===== config.mk =====
export PLATFORM = sky130hd
export DESIGN_NAME = mac_tree_pipe
export DESIGN_NICKNAME = d
export VERILOG_FILES = /design/src/rtl/mac_tree_pipe.sv
export SDC_FILE = /design/constraint.sdc
export NUM_CORES = 1
export LEC_CHECK = 0
export BUFFER_PORTS_ARGS = -buffer_cell sky130_fd_sc_hd__buf_2
export CORE_ASPECT_RATIO = 1.1
export CORE_UTILIZATION = 40
export CTS_BUF_LIST = sky130_fd_sc_hd__clkbuf_16
export CTS_CLUSTER_DIAMETER = 50
export DETAILED_ROUTE_END_ITERATION = 12
export SYNTH_ARGS = -nofsm -noshare
export SYNTH_HDL_FRONTEND = slang
export SYNTH_SLANG_ARGS = --single-unit

===== constraint.sdc =====
create_clock -name clk -period 4.3 [get_ports clk]
set_clock_uncertainty 0.05 [all_clocks]
set_input_delay 0.86 -clock clk [delete_from_list [all_inputs] [get_ports clk]]
set_output_delay 0.86 -clock clk [all_outputs]
set_load 0.05 [all_outputs]

===== src/rtl/mac_tree_pipe.sv =====
// mac_tree_pipe: pipelined dot-product MAC used as the PE compute core.
// Stage 0 forms lanes unsigned-x by signed-w products, log2(lanes) registered
// adder-tree stages reduce them, and a final stage adds either the external
// partial sum or the running accumulator (out) with saturation.
// Every beat carries its valid bit and acc/psum_in sideband down the pipe.
module mac_tree_pipe #(
  parameter int bw      = 4,
  parameter int psum_bw = 16,
  parameter int lanes   = 4
) (
  input  logic                    clk,
  input  logic                    reset,
  input  logic                    in_valid,
  input  logic [lanes*bw-1:0]     x,
  input  logic [lanes*bw-1:0]     w,
  input  logic [psum_bw-1:0]      psum_in,
  input  logic                    acc,
  output logic                    out_valid,
  output logic [psum_bw-1:0]      out
);

  localparam int levels = $clog2(lanes);
  // Product width: (bw+1) x (bw+1) signed operands.
  localparam int pw = 2*bw + 2;
  // Tree node storage width: wide enough for the root, so no truncation anywhere.
  localparam int tw = pw + levels;
  // Final adder width: two guard bits above the output width.
  localparam int sw = psum_bw + 2;

  // Leaf products, held sign-extended to the tree width.
  logic [tw-1:0] prod_q [lanes];
  logic [pw-1:0] prod_d [lanes];

  // Internal tree nodes, level by level: level k occupies
  // indices [lanes - (lanes >> (k-1)) +: (lanes >> k)]; the root is at lanes-2.
  logic [tw-1:0] sum_q [lanes-1];

  // Sideband travelling with each beat: index k is the stage-k register.
  logic [levels:0]    valid_q;
  logic [levels:0]    acc_q;
  logic [psum_bw-1:0] psum_q [levels+1];

  // Final-stage combinational signals.
  logic [psum_bw-1:0] addend;
  logic [sw-1:0]      addend_ext;
  logic [sw-1:0]      tree_ext;
  logic [sw-1:0]      total;
  logic [2:0]         guard;
  logic               in_range;
  logic [psum_bw-1:0] sat_out;

  // Per-lane products: x zero-extended, w sign-extended, both widened to pw
  // so the low pw bits of the unsigned multiply are the exact signed product.
  always_comb begin
    logic [bw-1:0] xl;
    logic [bw-1:0] wl;
    logic [pw-1:0] xe;
    logic [pw-1:0] we;
    for (int i = 0; i < lanes; i++) begin
      xl = x[i*bw +: bw];
      wl = w[i*bw +: bw];
      xe = {{(bw+2){1'b0}}, xl};
      we = {{(bw+2){wl[bw-1]}}, wl};
      prod_d[i] = xe * we;
    end
  end

  // Stage 0: register the products sign-extended to the tree width.
  always_ff @(posedge clk) begin
    if (reset) begin
      for (int i = 0; i < lanes; i++) prod_q[i] <= '0;
    end else begin
      for (int i = 0; i < lanes; i++)
        prod_q[i] <= {{levels{prod_d[i][pw-1]}}, prod_d[i]};
    end
  end

  // Tree stages 1..levels: each level sums adjacent pairs of the level below.
  always_ff @(posedge clk) begin
    if (reset) begin
      for (int n = 0; n < lanes-1; n++) sum_q[n] <= '0;
    end else begin
      for (int i = 0; i < lanes/2; i++)
        sum_q[i] <= prod_q[2*i] + prod_q[2*i+1];
      for (int k = 2; k <= levels; k++)
        for (int i = 0; i < (lanes >> k); i++)
          sum_q[lanes - (lanes >> (k-1)) + i] <=
            sum_q[lanes - (lanes >> (k-2)) + 2*i] +
            sum_q[lanes - (lanes >> (k-2)) + 2*i + 1];
    end
  end

  // Sideband shift register so valid/acc/psum_in stay aligned with the data.
  always_ff @(posedge clk) begin
    if (reset) begin
      valid_q <= '0;
      acc_q   <= '0;
      for (int k = 0; k <= levels; k++) psum_q[k] <= '0;
    end else begin
      valid_q <= {valid_q[levels-1:0], in_valid};
      acc_q   <= {acc_q[levels-1:0], acc};
      psum_q[0] <= psum_in;
      for (int k = 1; k <= levels; k++) psum_q[k] <= psum_q[k-1];
    end
  end

  // Final add: pick the addend, widen both operands, and clamp on overflow
  // (the three top bits of the wide sum disagree only when out of range).
  always_comb begin
    addend     = acc_q[levels] ? out : psum_q[levels];
    addend_ext = {{2{addend[psum_bw-1]}}, addend};
    tree_ext   = {{(sw-tw){sum_q[lanes-2][tw-1]}}, sum_q[lanes-2]};
    total      = addend_ext + tree_ext;
    guard      = total[sw-1:psum_bw-1];
    in_range   = (&guard) | ~(|guard);
    sat_out    = total[psum_bw-1:0];
    if (!in_range)
      sat_out = total[sw-1] ? {1'b1, {(psum_bw-1){1'b0}}}
                            : {1'b0, {(psum_bw-1){1'b1}}};
  end

  // Output register: only valid beats update out, so bubbles leave it intact.
  always_ff @(posedge clk) begin
    if (reset) begin
      out_valid <= 1'b0;
      out       <= '0;
    end else begin
      out_valid <= valid_q[levels];
      if (valid_q[levels]) out <= sat_out;
    end
  end

endmodule


==> flow_results.org <==
** Clocking
- Total CTS buffers :: 17
- Post-cts gate resize count :: 0
- Total number of clock tree sinks :: 143
- The tree is rooted in a clkbuf_16.
- TritonCTS clock tree :: done
- In this run the number of H-tree levels came out at 4.
- Count of hold-fix buffers inserted at cts :: 0
- No sink is reached through more buffers than the 2 on the longest clock path.
- Post-CTS timing repair inserted 0 buffers for setup.
- Clock transition at the registers of the reported paths :: about 60 ps
- Clock latency on the worst-skew pair, taken at its later pin, is between 400 and 500 ps.

** Detailed routing
- Overall via count from detail_route :: around 5,600
- After detailed routing, the number of remaining DRC violations is 11.
- First DRT Iteration DRCs :: around 200
- Using the TritonRoute via totals, the vias-per-cell ratio works out to between 4 and 5.
- The final layout contains routed wiring with a total length of 14.0 mm.
- Dividing the detail-routed wire length by the instance count gives 11.9 µm.
- The pre-antenna-repair detailed-routing pass consisted of 8 iterations.
- Number of nets with antenna violations after detailed routing :: 0

** Logic synthesis
- Synthesis inferred about 140 register bits.
- Post-synth top flop :: dfxtp_1
- Mapped Cells :: approximately 850
- Mean area per synthesized cell :: ~9.7 µm²
- Count of cell types in the netlist :: 56
- Counting flops with a built-in enable in the synthesized netlist gives 0.
- Sequential elements use a little over a third of the synthesized area.
- The synthesized netlist occupies a cell area of slightly above 8000 µm².
- Synth warnings :: 0
- FFs w/ async S/R, synth :: 0%
- Synthesized netlist net count :: between 1,000 and 1,500

** Critical path
- For the worst flop-to-flop path, the logic depth is 10.
- The most critical setup path has its startpoint at x[8].
- STA puts the critical path data required time at between 4000 and 5000 ps.
- Critical path's most frequent cell :: fa_1
- Worst R2R Setup Slack :: 860 ps
- The signal on the critical path passes through buf_2, nand2b_1, fa_1, fa_1, inv_1, fa_1, ha_1, fa_1, a21o_1, a21oi_1, xor2_1, nor2_1.
- Critical path startpoint category :: input pin
- In this design, the stage delay of the slowest critical-path cell is around 540 ps.
- Of all nets on the critical path, the largest fanout is 4.
- The worst setup path is of the input pin to flip-flop kind.
- STA classifies the critical path endpoint as a flip-flop.
- In this run the critical register-to-register path is launched from acc_q[2].
- For the worst setup path, the data arrival time is 3880 ps.
- Worst flop-to-flop path endpoint :: out[10]
- The slowest stage of the critical path belongs to the cell fa_1.

** Layout
- Antenna cells :: 0
- The library cell used most frequently in the layout, excluding fill and tap cells, is dfxtp_1.
- At the end of the flow, the number of nets in the layout was around 1,100.
- Cells fill a little under half of the core in the end.
- Post-route insts no fill :: between 1,000 and 1,500
- Relative to the synthesized area, the layout overhead comes to 13.9%.
- Count of fill cells added during filler insertion :: about 1,900
- Share of layout cells above drive strength 1 :: 16.1%
- In the layout the commonest cells are dfxtp_1 (143), ha_1 (113), nor2b_1 (84).

** STA
- Counting I/O delays and the setup requirement, the final critical path takes 3640 ps.
- Setup TNS Final :: 0 ps
- Slew headroom :: approximately 40%
- The hold violation count in the final report was 0.
- Setup repair after global routing left no endpoint under its margin.
- Of the available clock period, the critical path in the final layout requires a little over four fifths.
- For the pin with the worst max-slew slack, the measured transition is between 900 and 1000 ps.
- Final number of setup-violating endpoints :: 0
- The number of max-slew violations in the final report was 0.
- Timing would allow up to approximately 270 MHz.

** Power
- Reported leakage power :: between 4 and 5 nW
- VDD sags by at most 0.000248 V.
- Power spread over the standard cell area amounts to around 420 nW/µm².
- The design draws roughly 3.9 mW.

** Global routing
- The number of global-route vias before repair is ~5,300.
- Combined global-route utilization of all metal layers :: between 10% and 20%
- For this run the aggregate overflow at the end of global routing stands at 0.
- Entering global routing, the biggest net connects 76 pins.
- Initial antenna violation count :: 0
- Global-route wire length before repair :: 24.2 mm

** Hold path
- Hold wc startpoint :: acc_q[0]
- Endpoint with the worst hold slack :: acc_q[1]
- Cell depth of the worst hold path :: 1
- Tightest Hold Check Type :: flip-flop to flip-flop

** Die
- Placeable core area :: between 15,000 and 20,000 µm²
- DIE HEIGHT :: 152 µm
- Standard-cell row count :: between 50 and 60
- Effective utilization at floorplan :: around two fifths
- For this design the top-level I/O count stands at slightly below 70.
- Die Width :: 139 µm
- The die covers 21,200 µm².

** Job
- Max Cap Viol :: 0

** Placement
- The number of placed instances, taps included, is between 1,000 and 1,500.
- Buffers placed on the I/O ports in this run total 68.
- The congestion estimate from routability-driven global placement came to ~0.83.
- After legalization and detailed placement, the total HPWL measured approximately 11 mm.

** Run status
- The flow ran to the end, but the final reports show violations.
- Violations in the final reports :: DRC
report_power, final:
| part | total, mW | internal [mW] | switching, mW |
|---|---|---|---|
| Clock | 1.45 | 0.908 | 0.540 |
| Combinational | 0.970 | 0.442 | 0.528 |
| Sequential | 1.53 | 1.47 | 0.0556 |
| Total | 3.94 | 2.82 | 1.12 |
critical path, delay by kind of cell:
| kind | cells | cell delay, ps |
|---|---|---|
| compound gates | 2 | 330 |
| buf+inv | 2 | 160 |
| xor+xnor | 1 | 150 |
| simple gates | 2 | 210 |
| fa+ha+maj | 5 | 2160 |
worst max path at each step:
| stage | to | cells after the start |
|---|---|---|
| 3_5_place_dp | prod_q[2][7] | 12 |
| 3_3_place_gp | prod_q[3][7] | 12 |
| 2_1_floorplan | prod_q[3][7] | 11 |
| 6_report | prod_q[2][7] | 12 |
| 5_1_grt | prod_q[3][10] | 13 |
| 4_1_cts | prod_q[2][7] | 12 |
flip-flops by register name (all words and copies together) (netlist names):
name and count:
out 16, psum_q 48, out_valid 1, sum_q 36, prod_q 36, valid_q 3
acc_q 3
per-stage QoR:
step,cell area (µm²),setup WS (ps),hold slack [ps]
3_5_place_dp,8790,219,374
5_1_grt,9380,449,406
2_1_floorplan,8240,463,364
4_1_cts,9380,654,388
6_report,9380,663,384
3_3_place_gp,8790,289,368
cells by family (layout without fill, tap and decap cells):
logic type	count (synthesis)	after routing	synth area share (%)
buffers and inverters	89	168	4.72
AOI/OAI and AO/OA	149	149	12.8
muxes	16	16	2.17
adders and majority gates	142	142	23.6
DFF	143	143	34.8
and+or+nand+nor	266	266	16.8
xor gates and xnor gates	48	48	5.10
cells in the mapped netlist, types with 2 or more instances:
| library cell | count | area, µm² |
|---|---|---|
| ha_1 | 113 | 1410 |
| fa_1 | 24 | 480 |
| buf_6 | 2 | 22.5 |
| o21ai_1 | 3 | 15.0 |
| inv_1 | 64 | 240 |
| xnor2_1 | 30 | 263 |
| o21ai_0 | 29 | 145 |
| and2_1 | 24 | 150 |
| a211oi_1 | 11 | 82.6 |
| clkbuf_8 | 3 | 41.3 |
| nor3_1 | 11 | 55.1 |
| a21oi_2 | 9 | 78.8 |
| and2b_2 | 2 | 17.5 |
| o21bai_1 | 4 | 30.0 |
| a21oi_1 | 39 | 195 |
| nand2b_1 | 16 | 100 |
| maj3_1 | 4 | 40.0 |
| nor2_1 | 74 | 278 |
| xor2_1 | 18 | 158 |
| nand2_1 | 38 | 143 |
| nor2b_1 | 84 | 526 |
| clkbuf_2 | 2 | 10.0 |
| a31oi_1 | 2 | 12.5 |
| a21boi_0 | 2 | 15.0 |
| nand4_1 | 3 | 18.8 |
| a21o_1 | 14 | 105 |
| dfxtp_1 | 143 | 2860 |
| or3b_2 | 2 | 17.5 |
| o21a_1 | 7 | 52.6 |
| mux2_2 | 15 | 169 |
| nand3_1 | 2 | 10.0 |
| a211o_1 | 2 | 17.5 |
| o211ai_1 | 4 | 30.0 |
| nor4_1 | 2 | 12.5 |
| clkbuf_1 | 15 | 56.3 |
| a211oi_2 | 13 | 163 |
| o21ai_2 | 2 | 17.5 |
| or3_1 | 3 | 18.8 |
per-layer routing:
metal  part of all wire (%)  track usage [%]  routed length [µm]  up-vias
met3                    2.3             3.30                 329       10
met4                    1.2             4.60                 163        0
li1                       -                -                   -     3004
met2                     49             24.6                6930       51
met1                     47             17.0                6610     2582
met5                      0                0                   0        -
cell type report:
type                    instances  area, µm²  share of cell area [%]
clock buffers                  17        425                    4.53
flip-flops and latches        143       2860                    30.5
multi-input cells             621       4980                    53.1
clock inverters                15        169                    1.80
well taps                     252        315                    3.36
inverters                      64        240                    2.56
repair buffers                 72        385                    4.11
No activity file was read; power rests on OpenSTA's default activity.
